## src/rtl/alu.sv

```systemverilog
// MCAV-9 8-bit ALU: combinational decode, every output registered one cycle after the operands.
// Define ALU_VTYPE_EN to build the Type 11 (POPCNT/REV) operations; otherwise Type 11 yields zero.
module alu (
    input  logic       clk,
    input  logic       rst_n,
    input  logic [1:0] Type,
    input  logic [2:0] M_op,
    input  logic [1:0] C_op,
    input  logic [2:0] A_op,
    input  logic       V_op,
    input  logic [7:0] inA,
    input  logic [7:0] inB,
    input  logic       sc_i,
    output logic [7:0] rslt,
    output logic       sc_o,
    output logic       pari,
    output logic       zero
);

    localparam int unsigned W  = 8;
    localparam int unsigned CW = 4;

    logic [W-1:0] rslt_q, r_d;
    logic         sc_q, c_d;
    logic         pari_q, zero_q;

    // Nine-bit sums shared by the arithmetic opcodes; bit W is the carry out.
    logic [W:0] add_c, sub_c, add_nc, inc_c;
    assign add_c  = {1'b0, inA} + {1'b0, inB} + (W+1)'(sc_i);
    assign sub_c  = {1'b0, inA} + {1'b0, ~inB} + (W+1)'(1);
    assign add_nc = {1'b0, inA} + {1'b0, inB};
    assign inc_c  = {1'b0, inA} + (W+1)'(1);

`ifdef ALU_VTYPE_EN
    logic [CW-1:0] pop;
    logic [W-1:0]  rev;
    always_comb begin
        pop = '0;
        rev = '0;
        for (int i = 0; i < int'(W); i++) begin
            pop        = pop + CW'(inA[i]);
            rev[W-1-i] = inA[i];
        end
    end
`else
    logic unused_vop;
    assign unused_vop = V_op;
`endif

    always_comb begin
        r_d = '0;
        c_d = 1'b0;
        unique case (Type)
            2'b00: begin
                unique case (M_op)
                    3'b000: {c_d, r_d} = add_c;
                    3'b001: {c_d, r_d} = sub_c;
                    3'b010: r_d = inA & inB;
                    3'b011: r_d = inA | inB;
                    3'b100: r_d = inA ^ inB;
                    3'b101: begin
                        r_d = {inA[W-2:0], sc_i};
                        c_d = inA[W-1];
                    end
                    3'b110: begin
                        r_d = {sc_i, inA[W-1:1]};
                        c_d = inA[0];
                    end
                    default: r_d = ~inA;
                endcase
            end
            2'b01: begin
                unique case (C_op)
                    2'b00:   c_d = (inA == inB);
                    2'b01:   c_d = (inA < inB);
                    2'b10:   c_d = (inA > inB);
                    default: c_d = ($signed(inA) < $signed(inB));
                endcase
                r_d = W'(c_d);
            end
            2'b10: begin
                unique case (A_op)
                    3'b000: r_d = inB;
                    3'b001: {c_d, r_d} = inc_c;
                    3'b010: begin
                        r_d = inA - W'(1);
                        c_d = (inA == '0);
                    end
                    3'b011: {c_d, r_d} = add_nc;
                    3'b100: r_d = {inA[W-2:0], inA[W-1]};
                    3'b101: r_d = {inA[0], inA[W-1:1]};
                    3'b110: r_d = {inA[3:0], inA[7:4]};
                    default: r_d = '0;
                endcase
            end
            default: begin
`ifdef ALU_VTYPE_EN
                r_d = V_op ? rev : W'(pop);
`else
                r_d = '0;
`endif
            end
        endcase
    end

    // Output registers; reset value presents a cleared, zero-flagged result.
    always_ff @(posedge clk or negedge rst_n) begin
        if (!rst_n) begin
            rslt_q <= '0;
            sc_q   <= 1'b0;
            pari_q <= 1'b0;
            zero_q <= 1'b1;
        end else begin
            rslt_q <= r_d;
            sc_q   <= c_d;
            pari_q <= ^r_d;
            zero_q <= (r_d == '0);
        end
    end

    assign rslt = rslt_q;
    assign sc_o = sc_q;
    assign pari = pari_q;
    assign zero = zero_q;

endmodule

```

## config.mk

```make
export PLATFORM = sky130hd
export DESIGN_NAME = alu
export DESIGN_NICKNAME = d
export VERILOG_FILES = /design/src/rtl/alu.sv
export SDC_FILE = /design/constraint.sdc
export NUM_CORES = 1
export LEC_CHECK = 0
export CORE_AREA = 2 2 76 78
export CTS_CLUSTER_SIZE = 30
export DETAILED_ROUTE_END_ITERATION = 6
export DIE_AREA = 0 0 78 80
export GPL_ROUTABILITY_DRIVEN = 0
export PLACE_DENSITY = 0.85
export SLEW_MARGIN = 10
export SYNTH_ARGS = -nofsm -noshare
export SYNTH_HDL_FRONTEND = slang
export SYNTH_SLANG_ARGS = --single-unit
```

## constraint.sdc

```tcl
create_clock -name clk -period 0.92 [get_ports clk]
set_clock_uncertainty 0.15 [all_clocks]
set_input_delay 0.23 -clock clk [delete_from_list [all_inputs] [get_ports clk]]
set_output_delay 0.23 -clock clk [all_outputs]
set_load 0.01 [all_outputs]
```

==> results of run 1 <==
[through the flow]
stage                     setup TNS [ns]  worst slack, ns   util  cell area (µm²)
after floorplan                   -16.16            -2.03      -             3320
after global placement            -27.65            -2.70  0.877             4740
after detailed placement          -29.23            -2.91  0.877             4740
after CTS                         -19.88            -2.16  0.956             5170
[logic make-up after synthesis]
family / count (synthesis) / share of synthesized area
fa+ha+maj: 34 / 0.147
buf+inv: 61 / 0.0839
mux: 10 / 0.0417
simple gates: 147 / 0.254
compound gates: 133 / 0.314
xor+xnor: 23 / 0.0672
flops: 11 / 0.0922
[synthesized netlist by cell type, types with 10 or more instances]
cell type and count:
a21oi_1 28, a221oi_1 10, clkbuf_1 18, dfrtp_1 10
ha_1 32, inv_1 28, nand2_1 40, nor2_1 33
nor3_1 18, o21ai_0 25, xnor2_1 14
[per-layer routing]
metal / GRT overflow / GRT usage
met5: 0 / 0.173
met1: 0 / 0.681
met2: 13 / 0.926
met3: 1 / 0.483
met4: 7 / 0.688
[what timing repair did]
action                                  4_1_cts
buffers inserted                             18
gates resized for setup                     181
pin swaps                                    46
endpoints found under the setup margin       22
endpoints found under the hold margin         0
==> summary.txt, run 1 <==
Status
  – Status: aborted with a tool error
  – Failed at: global routing
  – Error msg: [ERROR GRT-0116] Global routing finished with congestion. Check the congestion regions in the DRC Viewer.

Logic synthesis
  – Share of the synthesized area in the top cell type: 0.134
  – Ys flop type: dfrtp_1
  – Sequential share of the synthesized area: 0.0922
  – Synth cell types: 73
  – Synthesized instance count: 419
  – Seq cells post-synth: 11
  – Ys async rst share: 1.00
  – Post-synth EDFFs: 0
  – Syn Area/Cell: between 7 and 8 µm²
  – Syn nets: ~480
  – Dominant cells by area after synthesis: ha_1 (13%), dfrtp_1 (8.3%), nand2_1 (5.0%), a21oi_1 (4.7%), o21ai_0 (4.2%)
  – Syn Std Cell Area: approximately 3000 µm²
  – Ys Warns: 0
  – Post-synth top area cell: ha_1

Placement
  – Port bufs: 39
  – Post-detail-place hpwl: roughly 11000 µm
  – Dpl cells: 649

GRT
  – Vias in the first global route: 5780
  – Grt ovf: 21
  – Largest net degree at the start of global routing: 23
  – Tot GR Track Use: 0.695
  – First-pass GRT wire length: ~33000 µm

Floorplan
  – Row count: 27
  – IO Pins: 41
  – Initial Util: 0.555
  – Die width: 78 µm
  – Die Ht: 80 µm

Clocking
  – CTS max path bufs: 2
  – Root cell of the clock tree: clkbuf_8
  – Num CTS Buffers: 3
  – Hold buffer count at cts: 0
  – CTS H-tree lvls: 1
  – Sink Count: 11
==> run 2: changes to the inputs <==
- CORE_AREA: 2 2 76 78 -> 2 2 90 92
- CTS_CLUSTER_SIZE: 30 -> unset
- DIE_AREA: 0 0 78 80 -> 0 0 92 94
- PLACE_DENSITY: 0.85 -> unset
- PLACE_DENSITY_LB_ADDON: unset -> 0.15
==> run 2 against run 1 <==
Synthesized cell count stayed put. The flow now finishes, with violations (setup timing). Area after synthesis stayed put.
==> summary.txt, run 2 <==
Cells and area
  – Layout area overhead: 71.1%
  – Layout cell share with drive strength beyond 1: 0.480
  – Final Non-Filler Cells: between 600 and 700
  – Cell area after layout: just over 5000 µm²
  – Multi-input gate area: ~3000 µm²
  – Most common cell after layout, fill and taps aside: buf_4
  – Filler Cell Count: 649
  – Most frequent cells in the layout: buf_4 (147), nand2_1 (39), nor2_1 (29)
  – Max reg flops: 8
  – Fin nets: 650
  – Diodes inserted: 0
  – Storage cell area: roughly 280 µm²

STA
  – Setup ws final: -2.12 ns
  – Fmax: 0.328 GHz
  – Fin crit period: 3.04 ns
  – Worst slew pin tran: ~0.7 ns
  – Setup TNS: -19.65 ns
  – Worst hold margin: just over 0.2 ns
  – Period utilization: 3.31
  – Unrepaired setup endpoints after global routing: yes
  – Headroom to the max-slew limit: 0.523
  – Slew Limit Fails: 0
  – Final setup vio count: 22
  – Hold violation count in the final report: 0

Power and ir drop
  – Pwr dens: approximately 840 nW/µm²
  – P_leak: between 2 and 2.5 nW
  – Worst VDD drop: 0.317 mV

Worst setup path
  – Crit Path Class: in2reg
  – Most used cell along the critical path: buf_4
  – Critical Path End: pari
  – Crit. Startpoint: inA[2]
  – Critical Path Stages: 14
  – WP buf/inv: 4
  – Arr. time, crit path: approximately 3.0 ns
  – Critical Path Fanout Max: 6
  – Required time of the critical path: around 0.88 ns
  – Cell family with most CP delay: compound AO/OA/AOI/OAI gates
  – Slowest stage delay, CP: around 0.44 ns
  – Slowest stage cell, crit path: a2111oi_4
  – Critical Path End Type: register
  – Worst path cell trace: clkdlybuf4s15_2 > inv_6 > ha_4 > o21a_1 > buf_4 > a21oi_2 > nor2_2 > a2111oi_4 > buf_4 > xor2_4 > a221oi_2 > ha_1 > xnor2_2 > xnor2_1
  – CP startpoint kind: input pin

Logic synthesis
  – Synth cell types: 73
  – Dominant cells by area after synthesis: ha_1 (13%), dfrtp_1 (8.3%), nand2_1 (5.0%), a21oi_1 (4.7%), o21ai_0 (4.2%)
  – Most frequent cell after synthesis: nand2_1
  – Syn Area/Cell: about 7.2 µm²
  – Share of the synthesized area in the top cell type: 0.134
  – Ys async rst share: 1.00
  – Ys flop type: dfrtp_1
  – Seq cells post-synth: 11
  – Syn nets: between 400 and 500
  – Synth top cells by count: nand2_1 (40), nor2_1 (33), ha_1 (32)
  – Syn Std Cell Area: between 2000 and 3000 µm²
  – Sequential share of the synthesized area: 0.0922
  – Post-synth EDFFs: 0
  – Ys Warns: 0
  – Post-synth top area cell: ha_1
  – Synthesized instance count: about 420

Floorplan
  – Core ar.: 7610 µm²
  – Initial Util: 0.394
  – Die width: between 90 and 100 µm
  – Row count: 32
  – Die Area: around 8600 µm²
  – IO Pins: between 40 and 50
  – Die Ht: 94 µm

Clocking
  – CTS max path bufs: 2
  – Root cell of the clock tree: clkbuf_8
  – Num CTS Buffers: 3
  – CTS H-tree lvls: 1
  – Clock-pin slew on the worst setup and hold paths: around 0.050 ns
  – Sink Count: 11
  – CTS tree: built

Routing
  – Drc violations: 0
  – Post-DRT Antenna Nets: 0
  – DR vias: between 4000 and 5000
  – Initial drt markers: between 200 and 300
  – DRT Pass-1 Iters: 6
  – WL final: about 12000 µm
  – Average vias per placed instance: between 5 and 6
  – Mean routed wirelength per cell: between 15 and 20 µm

GRT
  – M2 GR Usage: 0.526
  – Vias in the first global route: around 4000
  – Tot GR Track Use: 0.287
  – Met3 usage: 0.0225
  – First-pass GRT wire length: ~20000 µm
  – Largest net degree at the start of global routing: 23
  – Grt ovf: 0
  – GRT busiest layer: met2
  – Initial antenna violation count: 0
  – Grt met1 use: 0.352

Status
  – Status: finished with violations
  – Failing checks: setup timing

Placement
  – Dpl cells: approximately 670
  – Placed cell area: approximately 4700 µm²
  – Post-Place Setup Slack: -2.82 ns
  – Port bufs: 39
  – Post-detail-place hpwl: a little under 10000 µm

Hold path
  – Worst Hold Class: in2async

Job
  – Maxcap violations: 0
[run 2: cell type report]
cell class,instances,share of cell area
Sequential cell,11,0.0539
Clock buffer,4,0.00878
Timing Repair Buffer,194,0.301
Inverter,29,0.0263
Tap cell,102,0.0249
Multi-Input combinational cell,347,0.585
[run 2: worst min path at each step]
stage | cells after the start | end | start | slack (ns)
2_1_floorplan | 0 | pari | rst_n | -0.22
3_3_place_gp | 2 | rslt[0] | rst_n | 0.45
3_5_place_dp | 2 | rslt[0] | rst_n | 0.46
4_1_cts | 2 | rslt[1] | rst_n | 0.22
5_1_grt | 2 | rslt[2] | rst_n | 0.25
6_report | 2 | rslt[1] | rst_n | 0.21
[run 2: kinds of logic after synthesis]
group / synth area share
AO/OA/AOI/OAI: 0.314
XOR/XNOR: 0.0672
adder cells (fa/ha/maj): 0.147
buffers and inverters: 0.0839
flip-flops: 0.0922
multiplexers: 0.0417
AND/OR/NAND/NOR: 0.254
[run 2: metal layers]
| metal | up-vias | share of wire | wire length [µm] |
|---|---|---|---|
| met4 | 0 | 0.043 | 533 |
| met5 | - | 0 | 0 |
| met2 | 203 | 0.49 | 6130 |
| li1 | 1873 | - | - |
| met3 | 55 | 0.074 | 921 |
| met1 | 1892 | 0.39 | 4910 |
[run 2: what timing repair did]
item,CTS,global route
pin swaps,35,27
resized for setup,140,31
setup endpoints to repair,22,22
setup buffers,9,4
hold buffers,0,0
[run 2: metrics by stage]
step                       util  power [mW]
after CTS                 0.659        4.12
after global routing      0.674        4.55
final                     0.674        4.31
after floorplan               -        2.16
after detailed placement  0.623        3.47
after global placement    0.623        3.42
[run 2: power breakdown]
group	switching, mW	total (mW)	internal (mW)
logic	1.61	3.28	1.66
clock network	0.161	0.464	0.302
registers	0.0142	0.575	0.561
No activity file was read; power rests on OpenSTA's default activity.
